File: config.mk
export PLATFORM = sky130hd
export DESIGN_NAME = hazard_ctrl
export DESIGN_NICKNAME = d
export VERILOG_FILES = /design/src/rtl/hazard_ctrl_pkg.sv /design/src/rtl/hazard_ctrl_stage_reg.sv /design/src/rtl/hazard_ctrl.sv
export SDC_FILE = /design/constraint.sdc
export NUM_CORES = 1
export LEC_CHECK = 0
export CAP_MARGIN = 20
export CORE_MARGIN = 2
export CORE_UTILIZATION = 40
export DETAILED_ROUTE_END_ITERATION = 10
export PLACE_DENSITY_LB_ADDON = 0.2
export SKIP_CTS_REPAIR_TIMING = 1
export SYNTH_ARGS = -nofsm -noshare
export SYNTH_HDL_FRONTEND = slang
export SYNTH_SLANG_ARGS = --single-unit
File: constraint.sdc
create_clock -name clk -period 2.9 [get_ports clk]
set_input_delay 0.58 -clock clk [delete_from_list [all_inputs] [get_ports clk]]
set_output_delay 0.58 -clock clk [all_outputs]
set_load 0.005 [all_outputs]
File: src/rtl/hazard_ctrl_pkg.sv
// Shared encodings for the hazard/forwarding controller: mf select codes, field widths
// and the small match/decrement helpers used by the shadow pipeline and select logic.
package hazard_ctrl_pkg;

  localparam int REG_W  = 5;
  localparam int TUSE_W = 2;
  localparam int TNEW_W = 2;

  localparam logic [2:0] MF_RD    = 3'd0;
  localparam logic [2:0] MF_PC4E  = 3'd1;
  localparam logic [2:0] MF_AO    = 3'd2;
  localparam logic [2:0] MF_PC4M  = 3'd3;
  localparam logic [2:0] MF_WD    = 3'd4;
  localparam logic [2:0] DEBUG_MF = 3'd7;

  localparam logic [TUSE_W-1:0] TUSE_NONE = 2'd3;

  function automatic logic [TNEW_W-1:0] sat_dec(input logic [TNEW_W-1:0] t);
    return (t == '0) ? '0 : t - 1'b1;
  endfunction

  // Register 0 is hardwired, so it never counts as a producer match.
  function automatic logic reg_match(input logic [REG_W-1:0] a3, input logic [REG_W-1:0] r);
    return (r != '0) && (a3 == r);
  endfunction

  // E > M > W > register file; an E producer only forwards when it is a ready link result.
  function automatic logic [2:0] fwd_sel(
    input logic [REG_W-1:0]  r,
    input logic              use_e,
    input logic [REG_W-1:0]  a3_e,
    input logic [TNEW_W-1:0] tnew_e,
    input logic              link_e,
    input logic [REG_W-1:0]  a3_m,
    input logic [TNEW_W-1:0] tnew_m,
    input logic              link_m,
    input logic [REG_W-1:0]  a3_w
  );
    logic [2:0] sel;
    sel = MF_RD;
    if (use_e && reg_match(a3_e, r) && (tnew_e == '0) && link_e)
      sel = MF_PC4E;
    else if (reg_match(a3_m, r) && (tnew_m == '0))
      sel = link_m ? MF_PC4M : MF_AO;
    else if (reg_match(a3_w, r))
      sel = MF_WD;
    return sel;
  endfunction

endpackage

File: src/rtl/hazard_ctrl_stage_reg.sv
// One shadow-pipeline entry {rs, rt, a3, tnew, link}; clear loads a bubble, and tnew
// can be decremented (saturating at 0) or forced to 0 on load.
module hazard_stage_reg
  import hazard_ctrl_pkg::*;
(
  input  logic              clk,
  input  logic              reset,
  input  logic              clear,
  input  logic              dec,
  input  logic              zero_tnew,
  input  logic [REG_W-1:0]  next_rs,
  input  logic [REG_W-1:0]  next_rt,
  input  logic [REG_W-1:0]  next_a3,
  input  logic [TNEW_W-1:0] next_tnew,
  input  logic              next_link,
  output logic [REG_W-1:0]  rs,
  output logic [REG_W-1:0]  rt,
  output logic [REG_W-1:0]  a3,
  output logic [TNEW_W-1:0] tnew,
  output logic              link
);

  always_ff @(posedge clk) begin
    if (reset || clear) begin
      rs   <= '0;
      rt   <= '0;
      a3   <= '0;
      tnew <= '0;
      link <= 1'b0;
    end else begin
      rs   <= next_rs;
      rt   <= next_rt;
      a3   <= next_a3;
      link <= next_link;
      if (zero_tnew)
        tnew <= '0;
      else if (dec)
        tnew <= sat_dec(next_tnew);
      else
        tnew <= next_tnew;
    end
  end

endmodule

File: src/rtl/hazard_ctrl.sv
// Hazard/forwarding controller: shadow E/M/W pipeline, D-stage stall and mf select codes.
// Optional `MDU_STALL_EN adds md_D/mdu_busy so D also stalls while the multiply/divide unit is busy.
module hazard_ctrl
  import hazard_ctrl_pkg::*;
(
  input  logic              clk,
  input  logic              reset,
  input  logic [REG_W-1:0]  rs_D,
  input  logic [REG_W-1:0]  rt_D,
  input  logic [TUSE_W-1:0] tuse_rs_D,
  input  logic [TUSE_W-1:0] tuse_rt_D,
  input  logic [REG_W-1:0]  a3_D,
  input  logic [TNEW_W-1:0] tnew_D,
  input  logic              link_D,
`ifdef MDU_STALL_EN
  input  logic              md_D,
  input  logic              mdu_busy,
`endif
  output logic              stall,
  output logic [2:0]        fwd_rs_D,
  output logic [2:0]        fwd_rt_D,
  output logic [2:0]        fwd_rs_E,
  output logic [2:0]        fwd_rt_E,
  output logic [2:0]        fwd_rt_M
);

  logic [REG_W-1:0]  rs_e, rt_e, a3_e;
  logic [REG_W-1:0]  rs_m, rt_m, a3_m;
  logic [REG_W-1:0]  rs_w, rt_w, a3_w;
  logic [TNEW_W-1:0] tnew_e, tnew_m, tnew_w;
  logic              link_e, link_m, link_w;
  logic              hazard_rs, hazard_rt;
  logic              unused_fields;

  hazard_stage_reg u_stage_e (
    .clk(clk), .reset(reset), .clear(stall), .dec(1'b0), .zero_tnew(1'b0),
    .next_rs(rs_D), .next_rt(rt_D), .next_a3(a3_D), .next_tnew(tnew_D), .next_link(link_D),
    .rs(rs_e), .rt(rt_e), .a3(a3_e), .tnew(tnew_e), .link(link_e)
  );

  hazard_stage_reg u_stage_m (
    .clk(clk), .reset(reset), .clear(1'b0), .dec(1'b1), .zero_tnew(1'b0),
    .next_rs(rs_e), .next_rt(rt_e), .next_a3(a3_e), .next_tnew(tnew_e), .next_link(link_e),
    .rs(rs_m), .rt(rt_m), .a3(a3_m), .tnew(tnew_m), .link(link_m)
  );

  hazard_stage_reg u_stage_w (
    .clk(clk), .reset(reset), .clear(1'b0), .dec(1'b1), .zero_tnew(1'b1),
    .next_rs(rs_m), .next_rt(rt_m), .next_a3(a3_m), .next_tnew(tnew_m), .next_link(link_m),
    .rs(rs_w), .rt(rt_w), .a3(a3_w), .tnew(tnew_w), .link(link_w)
  );

  assign unused_fields = ^{rs_m, rs_w, rt_w, tnew_w, link_w};

  // tnew_m is already decremented on entry to M, so it is the remaining delay seen from D.
  always_comb begin
    hazard_rs = (reg_match(a3_e, rs_D) && (tuse_rs_D < tnew_e)) ||
                (reg_match(a3_m, rs_D) && (tuse_rs_D < tnew_m));
    hazard_rt = (reg_match(a3_e, rt_D) && (tuse_rt_D < tnew_e)) ||
                (reg_match(a3_m, rt_D) && (tuse_rt_D < tnew_m));
    stall = hazard_rs || hazard_rt;
`ifdef MDU_STALL_EN
    if (md_D && mdu_busy)
      stall = 1'b1;
`endif
  end

  always_comb begin
    fwd_rs_D = fwd_sel(rs_D, 1'b1, a3_e, tnew_e, link_e, a3_m, tnew_m, link_m, a3_w);
    fwd_rt_D = fwd_sel(rt_D, 1'b1, a3_e, tnew_e, link_e, a3_m, tnew_m, link_m, a3_w);
    fwd_rs_E = fwd_sel(rs_e, 1'b0, a3_e, tnew_e, link_e, a3_m, tnew_m, link_m, a3_w);
    fwd_rt_E = fwd_sel(rt_e, 1'b0, a3_e, tnew_e, link_e, a3_m, tnew_m, link_m, a3_w);
    fwd_rt_M = reg_match(a3_w, rt_m) ? MF_WD : MF_RD;
  end

endmodule
==> impl_metrics.tcl, run 1 <==
set metrics [dict create \
    antenna_found_initial 0 \
    grt_usage_pct 21.46 \
    place_hpwl_um 4725 \
    status "finished with violations" \
    initial_core_util_pct 42.01 \
    synthDominantCellAreaShare_pct 30.59 \
    die_area_sq_um 6520 \
    drt-vias-per-instance 5.466 \
    min_period_over_period_pct 108.4 \
    reg2reg_slack_ns 1.00 \
    crit_slowest_cell "or4_4" \
    peakVddDrop_mv 0.2694 \
    cts_root_buffer "clkbuf_8" \
    synth_area_leader_cell "dfxtp_1" \
    critPathKind "in2out" \
    cts_tree "done" \
    clock_sinks 36 \
    hold_violations 0 \
    slew_violations 0 \
    tns_ns -0.5790 \
    syn_avg_cell_area_sq_um 9.027 \
    die_y_um 80.75 \
    required_ns 2.32 \
    grt_pass1_wl_um 10540 \
    setup_ws_ns -0.2435 \
    drt_first_pass_iters 4 \
    overflow 0 \
    grt_start_max_net_pins 37 \
    worstReg2RegEnd "u_stage_e.a3[2]" \
    core_sq_um 5608 \
    final-instance-count-excl-fill 388 \
    gp_congestion 0.9140 \
    cp_num_cells 7 \
    portBuffers 37 \
    worstPathMaxFanout 2 \
    clock_tree.buffer_depth 2 \
    area_delta_synth_final_pct 39.09 \
    drt-initial-drc-count 152 \
    crit_end "stall" \
    synth_seq_cells 36 \
    cp-start-kind "input port" \
    rsz0062_at_grt "true" \
    clk_pin_slew_ns 0.08 \
    synth_cells 261 \
    pin_count 40 \
    utilization_pct 58.43 \
    seq_area_frac_synth_pct 30.59 \
    critPathBufInv 3 \
    final_area_sq_um 3277 \
    crit_chain "clkdlybuf4s50_1 > or4_4 > o211ai_4 > buf_4 > nor4b_4 > or4_4 > dlymetal6s2s_1" \
    placed_area_sq_um 2939 \
    rr_worst_depth 6 \
    numCtsBuffers 5 \
    hp-class "reg2reg" \
    wl_um 6820 \
    syn_area_sq_um 2356 \
    finalClockSkew_ns 0.007391 \
    h-tree-depth 2 \
    die_w_um 80.75 \
    timing.rr.start "u_stage_m.a3[4]" \
    synth_area_leaders "dfxtp_1, xnor2_1, nor2b_1" \
    crit_arrival_ns 2.56 \
    yosys_warnings 0 \
    critPathTopFamily "simple AND/OR/NAND/NOR gates" \
    synth.distinct_cells 36 \
    antenna_left 0 \
    end_kind "output pin" \
    antennaDiodeCount 0 \
    nets 344 \
    layout_commonest_cell "xnor2_1" \
    fmax_ghz 0.3181 \
    drive_gt1_share_pct 26.90 \
    violations "setup timing" \
    finalCriticalPeriod_ns 3.144 \
    place_inst 375 \
    most-common-layout-cells "xnor2_1, buf_4, nor2b_1, dfxtp_1, clkdlybuf4s50_1" \
    worstSkewPairLatency_ns 0.29 \
    drv_cap 0 \
    drc 0 \
    wl_per_cell_um 17.58 \
    grt_pass1_vias 2089 \
    p_leak_nw 1.381 \
    setup_violations 3 \
    slowest_delay_ns 0.49 \
    cp_common_cell "or4_4" \
    worstSetupStartpoint "rs_D[2]" \
    dr_total_vias 2121 \
    num_rows 27 \
    power.density_nw_per_um2 463.9 \
]
## flip-flops by register name, indices dropped and copies added (netlist names)
| name | flops |
|---|---|
| u_stage_e.rt | 5 |
| u_stage_m.link | 1 |
| u_stage_m.rt | 5 |
| u_stage_e.a3 | 5 |
| u_stage_m.a3 | 5 |
| u_stage_w.a3 | 5 |
| u_stage_e.tnew | 2 |
| u_stage_e.link | 1 |
| u_stage_m.tnew | 2 |
| u_stage_e.rs | 5 |
## how the worst min path moves through the flow
stage | startpoint | end | slack, ns | cells after the start
2_1_floorplan | u_stage_e.tnew[0] | u_stage_m.tnew[0] | 0.40 | 1
3_3_place_gp | u_stage_e.tnew[0] | u_stage_m.tnew[0] | 0.41 | 1
3_5_place_dp | u_stage_e.tnew[0] | u_stage_m.tnew[0] | 0.41 | 1
4_1_cts | u_stage_e.tnew[0] | u_stage_m.tnew[0] | 0.42 | 1
5_1_grt | u_stage_e.tnew[0] | u_stage_m.tnew[0] | 0.47 | 1
6_report | u_stage_e.tnew[0] | u_stage_m.tnew[0] | 0.42 | 1
## layout make-up
| cell class | count | area [sq um] |
|---|---|---|
| Clock buffer | 5 | 68.82 |
| Tap cell | 72 | 90.09 |
| Multi-Input combinational cell | 191 | 1599 |
| Timing Repair Buffer | 72 | 663.1 |
| Clock inverter | 3 | 90.09 |
| Inverter | 9 | 33.78 |
| Fill cell | 496 | 2331 |
| Sequential cell | 36 | 732.0 |
## through the flow
stage | setup slack, ns | hold WS, ns | power (mW)
final | -0.2435 | 0.4238 | 1.520
after global routing | -0.2839 | 0.4657 | 1.577
after CTS | -0.6115 | 0.4237 | 1.496
after detailed placement | -0.6069 | 0.4122 | 0.8755
after global placement | -0.5955 | 0.4063 | 0.8709
after floorplan | 0.4145 | 0.3975 | 0.7411
## Yosys cell counts (all sizes together)
library cell / instances
dfxtp: 36
xnor2: 35
nor2b: 30
nor4: 27
o41ai: 17
clkbuf: 16
xor2: 15
nor2: 11
buf: 10
inv: 9
or4: 8
nand3: 6
nor3: 6
ha: 5
nand2: 5
a21o: 3
nor4b: 3
o221ai: 3
a21oi: 2
and2: 2
nand2b: 2
o211ai: 2
o21ai: 2
a221o: 1
conb: 1
nand4: 1
o311ai: 1
or2: 1
or3: 1
## cells by family (layout without fill, tap and decap cells)
| group | Yosys count | after routing | share of synthesized area [%] |
|---|---|---|---|
| adders and majority gates | 5 | 5 | 2.655 |
| and+or+nand+nor | 103 | 103 | 29.85 |
| buffers and inverters | 35 | 89 | 6.691 |
| AOI/OAI and AO/OA | 31 | 31 | 11.47 |
| xor gates and xnor gates | 50 | 50 | 18.59 |
| DFF | 36 | 36 | 30.59 |
| other | 1 | 2 | 0.1592 |
## where the power goes
group,switching [mW],internal [mW],leakage [nW]
sequential,0.0353,0.523,0.300
combinational,0.161,0.176,1.00
clock,0.194,0.430,0.0784
total,0.390,1.13,1.38
## per-layer routing
metal	up-vias	GRT usage [%]	routed length [um]
met1	985	25.86	2913
met5	-	0	0
met2	77	37.67	3328
li1	1038	-	-
met3	21	3.889	356
met4	0	8.814	221
Power figures use the tool's default switching activity.
==> run 2: changes to the inputs <==
CAP_MARGIN = unset   (was 20)
CTS_BUF_LIST = sky130_fd_sc_hd__clkbuf_8   (was unset)
clock period = 3.1 ns   (was 2.9 ns; I/O delays follow)
==> run 2 against run 1 <==
The flow now finishes without violations; sequential power fell by 6.8%; die area unchanged; final cell count fell by 0.52%; total power fell by 19%; combinational power decreased by 8.6%; core utilization shrank 1.7 points; sequential share of layout area rose by 0.32 points.
==> impl_metrics.tcl, run 2 (synthesis gave the netlist of run 1 again) <==
set metrics [dict create \
    status "completed" \
    critPathKind "in2out" \
    most-common-layout-cells "dfxtp_1, xnor2_1, nor2b_1, buf_4, clkdlybuf4s50_1" \
    critPathBufInv 4 \
    cts_root_buffer "clkbuf_8" \
    power.density_nw_per_um2 387.8 \
    h-tree-depth 2 \
    wl_um 6628 \
    utilization_pct 56.72 \
    grt_usage_pct 21.87 \
    final_area_sq_um 3181 \
    drt_first_pass_iters 4 \
    place_ws_ns -0.4672 \
    clk_pin_slew_ns 0.07 \
    min_period_over_period_pct 97.39 \
    antenna_found_initial 0 \
    fmax_ghz 0.3312 \
    clock_tree.buffer_depth 2 \
    tns_ns 0 \
    p_comb_share_pct 25.0 \
    worstSkewPairLatency_ns 0.29 \
    area_delta_synth_final_pct 35.00 \
    finalCriticalPeriod_ns 3.019 \
    antenna_left 0 \
    layout_commonest_cell "dfxtp_1" \
    gp_congestion 0.9505 \
    whs_path_depth 1 \
    dr_total_vias 2071 \
    slew_violations 0 \
    required_ns 2.48 \
    internal-power_uw 886.9 \
    setup_ws_ns 0.08081 \
    p_leak_nw 1.305 \
    clock_sinks 36 \
    setup_violations 0 \
    worstMarginPinSlew_ns 0.7874 \
    worstPathMaxFanout 4 \
    hp-class "reg2reg" \
    power.total_mw 1.234 \
    drv_cap 0 \
    hold_violations 0 \
    overflow 0 \
    cts_tree "done" \
    crit_slowest_cell "clkdlybuf4s50_1" \
    drt-vias-per-instance 5.365 \
    core_sq_um 5608 \
    crit_chain "dlymetal6s2s_1 > buf_4 > xnor2_1 > o211ai_4 > nor3_2 > buf_4 > a21o_1 > clkdlybuf4s50_1" \
    hold_ws_ns 0.4173 \
    drt-initial-drc-count 130 \
    crit_arrival_ns 2.40 \
    cp_num_cells 8 \
    rr_worst_depth 6 \
    grt_start_max_net_pins 21 \
    p_clk_share_pct 32.8 \
    cp-start-kind "input port" \
    drive_gt1_share_pct 21.97 \
    critPathTopFamily "buffers and inverters" \
    initial_core_util_pct 42.01 \
    placed_area_sq_um 2947 \
    die_area_sq_um 6520 \
    grt_pass1_vias 2078 \
    place_inst 376 \
    wl_per_cell_um 17.17 \
    nets 342 \
    finalClockSkew_ns 0.004817 \
    die_y_um 80.75 \
    fillers 512 \
    seqPwrFrac_pct 42.2 \
    num_rows 27 \
    p_sw_share_pct 28.11 \
    antennaDiodeCount 0 \
    cp_common_cell "buf_4" \
    drc 0 \
    slowest_delay_ns 0.49 \
    power_switching_uw 346.7 \
    final-instance-count-excl-fill 386 \
    grt_pass1_wl_um 10620 \
    end_kind "output pin" \
    peakVddDrop_mv 0.2896 \
    die_w_um 80.75 \
    place_hpwl_um 4728 \
    pin_count 40 \
    maxSlewHeadroom_pct 47.35 \
    portBuffers 37 \
    numCtsBuffers 5 \
]
[run 2: cell types whose count changed in the layout (fill, tap and decap cells not counted), moves of 2 or more]
cell,before,now
bufinv_16,3,1
dfxtp_1,27,36
nand3_2,2,0
dfxtp_2,9,0
buf_4,32,30
buf_6,2,4
nand3_1,4,6
[run 2: path summary, 6_finish.rpt]
check | start | endpoint | slack [ns]
min | u_stage_e.tnew[0] | u_stage_m.tnew[0] | 0.42
max reg2reg | u_stage_m.a3[2] | u_stage_e.rs[0] | 1.17
max | rs_D[3] | fwd_rs_D[0] | 0.08
min reg2reg | u_stage_e.tnew[0] | u_stage_m.tnew[0] | 0.42
[run 2: power groups by stage]
stage / registers (mW) / logic, mW / clock network (mW)
after global routing: 0.524 / 0.338 / 0.433
after detailed placement: 0.532 / 0.289 / 0
after global placement: 0.531 / 0.285 / 0
final: 0.521 / 0.308 / 0.405
after floorplan: 0.515 / 0.178 / 0
after CTS: 0.521 / 0.290 / 0.414
[run 2: metal layers]
| metal | track usage (%) | wire, um | share of wire, % | vias to the layer above |
|---|---|---|---|---|
| met5 | 0 | 0 | 0 | - |
| met1 | 26.01 | 2851 | 43 | 967 |
| met3 | 4.556 | 328 | 4.9 | 9 |
| met2 | 39.83 | 3342 | 50 | 63 |
| met4 | 5.932 | 105 | 1.6 | 0 |
| li1 | - | - | - | 1032 |
[run 2: final cells by class]
cell class | count | area (sq um) | share of cell area [%]
sequential | 36 | 720.7 | 22.66
multi-input combinational | 191 | 1570 | 49.37
tap | 72 | 90.09 | 2.832
timing repair buffer | 70 | 658.1 | 20.69
inverter | 9 | 33.78 | 1.062
clock inverter | 3 | 38.79 | 1.220
clock buffer | 5 | 68.82 | 2.164
==> run 3: changes to the inputs <==
--- a/config.mk
+++ b/config.mk
@@ -8,3 +8,3 @@
 export CORE_MARGIN = 2
-export CORE_UTILIZATION = 40
+export CORE_UTILIZATION = 25
 export CTS_BUF_LIST = sky130_fd_sc_hd__clkbuf_8
==> constraint.sdc (replaced) <==
create_clock -name clk -period 3.1 [get_ports clk]
set_input_delay 0.31 -clock clk [delete_from_list [all_inputs] [get_ports clk]]
set_output_delay 0.31 -clock clk [all_outputs]
set_load 0.005 [all_outputs]
==> run 3 against run 2 <==
Routed wire length is 0.14% lower; first-iteration DRC count is 62% lower; setup slack better by 0.12 ns; die area is 57% higher; count of clock-buffer cells in the layout is 2 higher; via count is 5.2% lower; total power is 1.9% higher; critical path depth is 2 lower; critical path type unchanged; largest cell class unchanged; largest power group unchanged; highest routed layer unchanged.
==> impl_metrics.tcl, run 3 (synthesis gave the netlist of run 1 again) <==
set metrics [dict create \
    die_area_sq_um 10220 \
    wl_um 6619 \
    gp_congestion 0.8188 \
    crit_slowest_cell "or4_4" \
    hold_end "u_stage_m.tnew[0]" \
    end_kind "output pin" \
    finalClockSkew_ns 0.003949 \
    critPathKind "in2out" \
    drt_first_pass_iters 4 \
    antennaDiodeCount 0 \
    grt_pass1_wl_um 10800 \
    worstSkewPairLatency_ns 0.29 \
    pin_count 40 \
    tns_ns 0 \
    min_from "u_stage_e.tnew[0]" \
    critPathBufInv 2 \
    p_leak_nw 1.123 \
    wl_per_cell_um 16.03 \
    clk_pin_slew_ns 0.07 \
    reg2reg_slack_ns 1.33 \
    status "completed" \
    hp-class "reg2reg" \
    slowest_delay_ns 0.57 \
    worstReg2RegEnd "u_stage_e.rs[3]" \
    required_ns 2.79 \
    clock_tree.buffer_depth 2 \
    use_met3_pct 3.398 \
    portBuffers 37 \
    cts_root_buffer "clkbuf_8" \
    die_y_um 101.1 \
    rr_worst_depth 5 \
    slew_violations 0 \
    critPathTopFamily "simple AND/OR/NAND/NOR gates" \
    cp-start-kind "input port" \
    core_sq_um 9196 \
    placed_area_sq_um 2920 \
    drc 0 \
    drv_cap 0 \
    met2_usage_pct 25.78 \
    finalCriticalPeriod_ns 2.903 \
    place_hpwl_um 5078 \
    cp_common_cell "clkdlybuf4s50_1" \
    grt_usage_pct 14.04 \
    grt_pass1_vias 2060 \
    maxSlewHeadroom_pct 49.65 \
    setup_violations 0 \
    whs_path_depth 1 \
    use_met1_pct 16.30 \
    drt-vias-per-instance 4.753 \
    drt-initial-drc-count 49 \
    dr_total_vias 1963 \
    nets 330 \
    cts_tree "done" \
    power.density_nw_per_um2 412.5 \
    timing.rr.start "u_stage_m.a3[4]" \
    worstMarginPinSlew_ns 0.7529 \
    hold_violations 0 \
    overflow 0 \
    busiest_layer "met2" \
    final_area_sq_um 3047 \
    fmax_ghz 0.3445 \
    rsz0062_at_grt "false" \
    area_delta_synth_final_pct 29.31 \
    crit_chain "clkdlybuf4s50_1 > or4_4 > nor2_2 > nor4b_4 > or4_1 > clkdlybuf4s50_1" \
    peakVddDrop_mv 0.1691 \
    antenna_left 0 \
    clock_sinks 36 \
    grt_start_max_net_pins 21 \
    antenna_found_initial 0 \
    num_rows 35 \
    h-tree-depth 2 \
    most-common-layout-cells "clkdlybuf4s50_1, dfxtp_1, xnor2_1, nor2b_1, buf_4" \
    min_period_over_period_pct 93.64 \
    drive_gt1_share_pct 15.56 \
    layout_commonest_cell "clkdlybuf4s50_1" \
    worstPathMaxFanout 3 \
    crit_arrival_ns 2.59 \
    die_w_um 101.1 \
    initial_core_util_pct 25.62 \
    numCtsBuffers 5 \
]
## run 3: changes by cell type in the layout (fill, tap and decap cells not counted), sizes merged
cell           before  now
buf                34   21
clkdlybuf4s50      25   37
dlymetal6s2s       11    0
clkbuf              5    7
clkinv              1    0
inv                10    9
## run 3: cell type report
class | instances | area [sq um]
clock inverter | 1 | 30.03
multi-input combinational | 191 | 1499
clock buffer | 7 | 96.34
tap | 111 | 138.9
fill | 987 | 6150
sequential | 36 | 720.7
timing repair buffer | 58 | 528.0
inverter | 9 | 33.78
## run 3: stage by stage
| step | util [%] | worst slack, ns | hold WS [ns] | cells | power, mW |
|---|---|---|---|---|---|
| final | 33.13 | 0.1972 | 0.4336 | 413 | 1.257 |
| after global placement | 31.76 | 0.1794 | 0.4087 | 405 | 0.8119 |
| after detailed placement | 31.76 | 0.1769 | 0.4234 | 405 | 0.8150 |
| after floorplan | - | 1.155 | 0.3975 | 262 | 0.6933 |
| after global routing | 33.13 | 0.1229 | 0.4682 | 413 | 1.328 |
| after CTS | 33.13 | 0.1769 | 0.4338 | 413 | 1.269 |
## run 3: power by group
part           total, mW  internal, mW  leakage [nW]  switching (mW)
clock network      0.456         0.284        0.0645           0.172
logic              0.279         0.149         0.761           0.130
registers          0.522         0.488         0.297          0.0336
## run 3: layer usage
layer | vias up | wire [um]
li1 | 1002 | -
met1 | 922 | 2882
met2 | 32 | 3464
met3 | 7 | 190
met4 | 0 | 82
met5 | - | 0
## run 3: how the worst max path moves through the flow
stage                     startpoint  endpoint  depth (start not counted)
after detailed placement     rs_D[2]     stall                          6
after CTS                    rs_D[2]     stall                          6
final                        rs_D[2]     stall                          6
after floorplan              rs_D[2]     stall                          4
after global placement       rs_D[2]     stall                          6
after global routing         rs_D[2]     stall                          6
## run 3: worst reg2reg max path, cell delays in order (launching register included)
cell,delay [ns]
dfxtp_1,0.56
xnor2_1,0.17
nand3_1,0.17
nor4b_4,0.31
buf_4,0.32
nor4_1,0.11
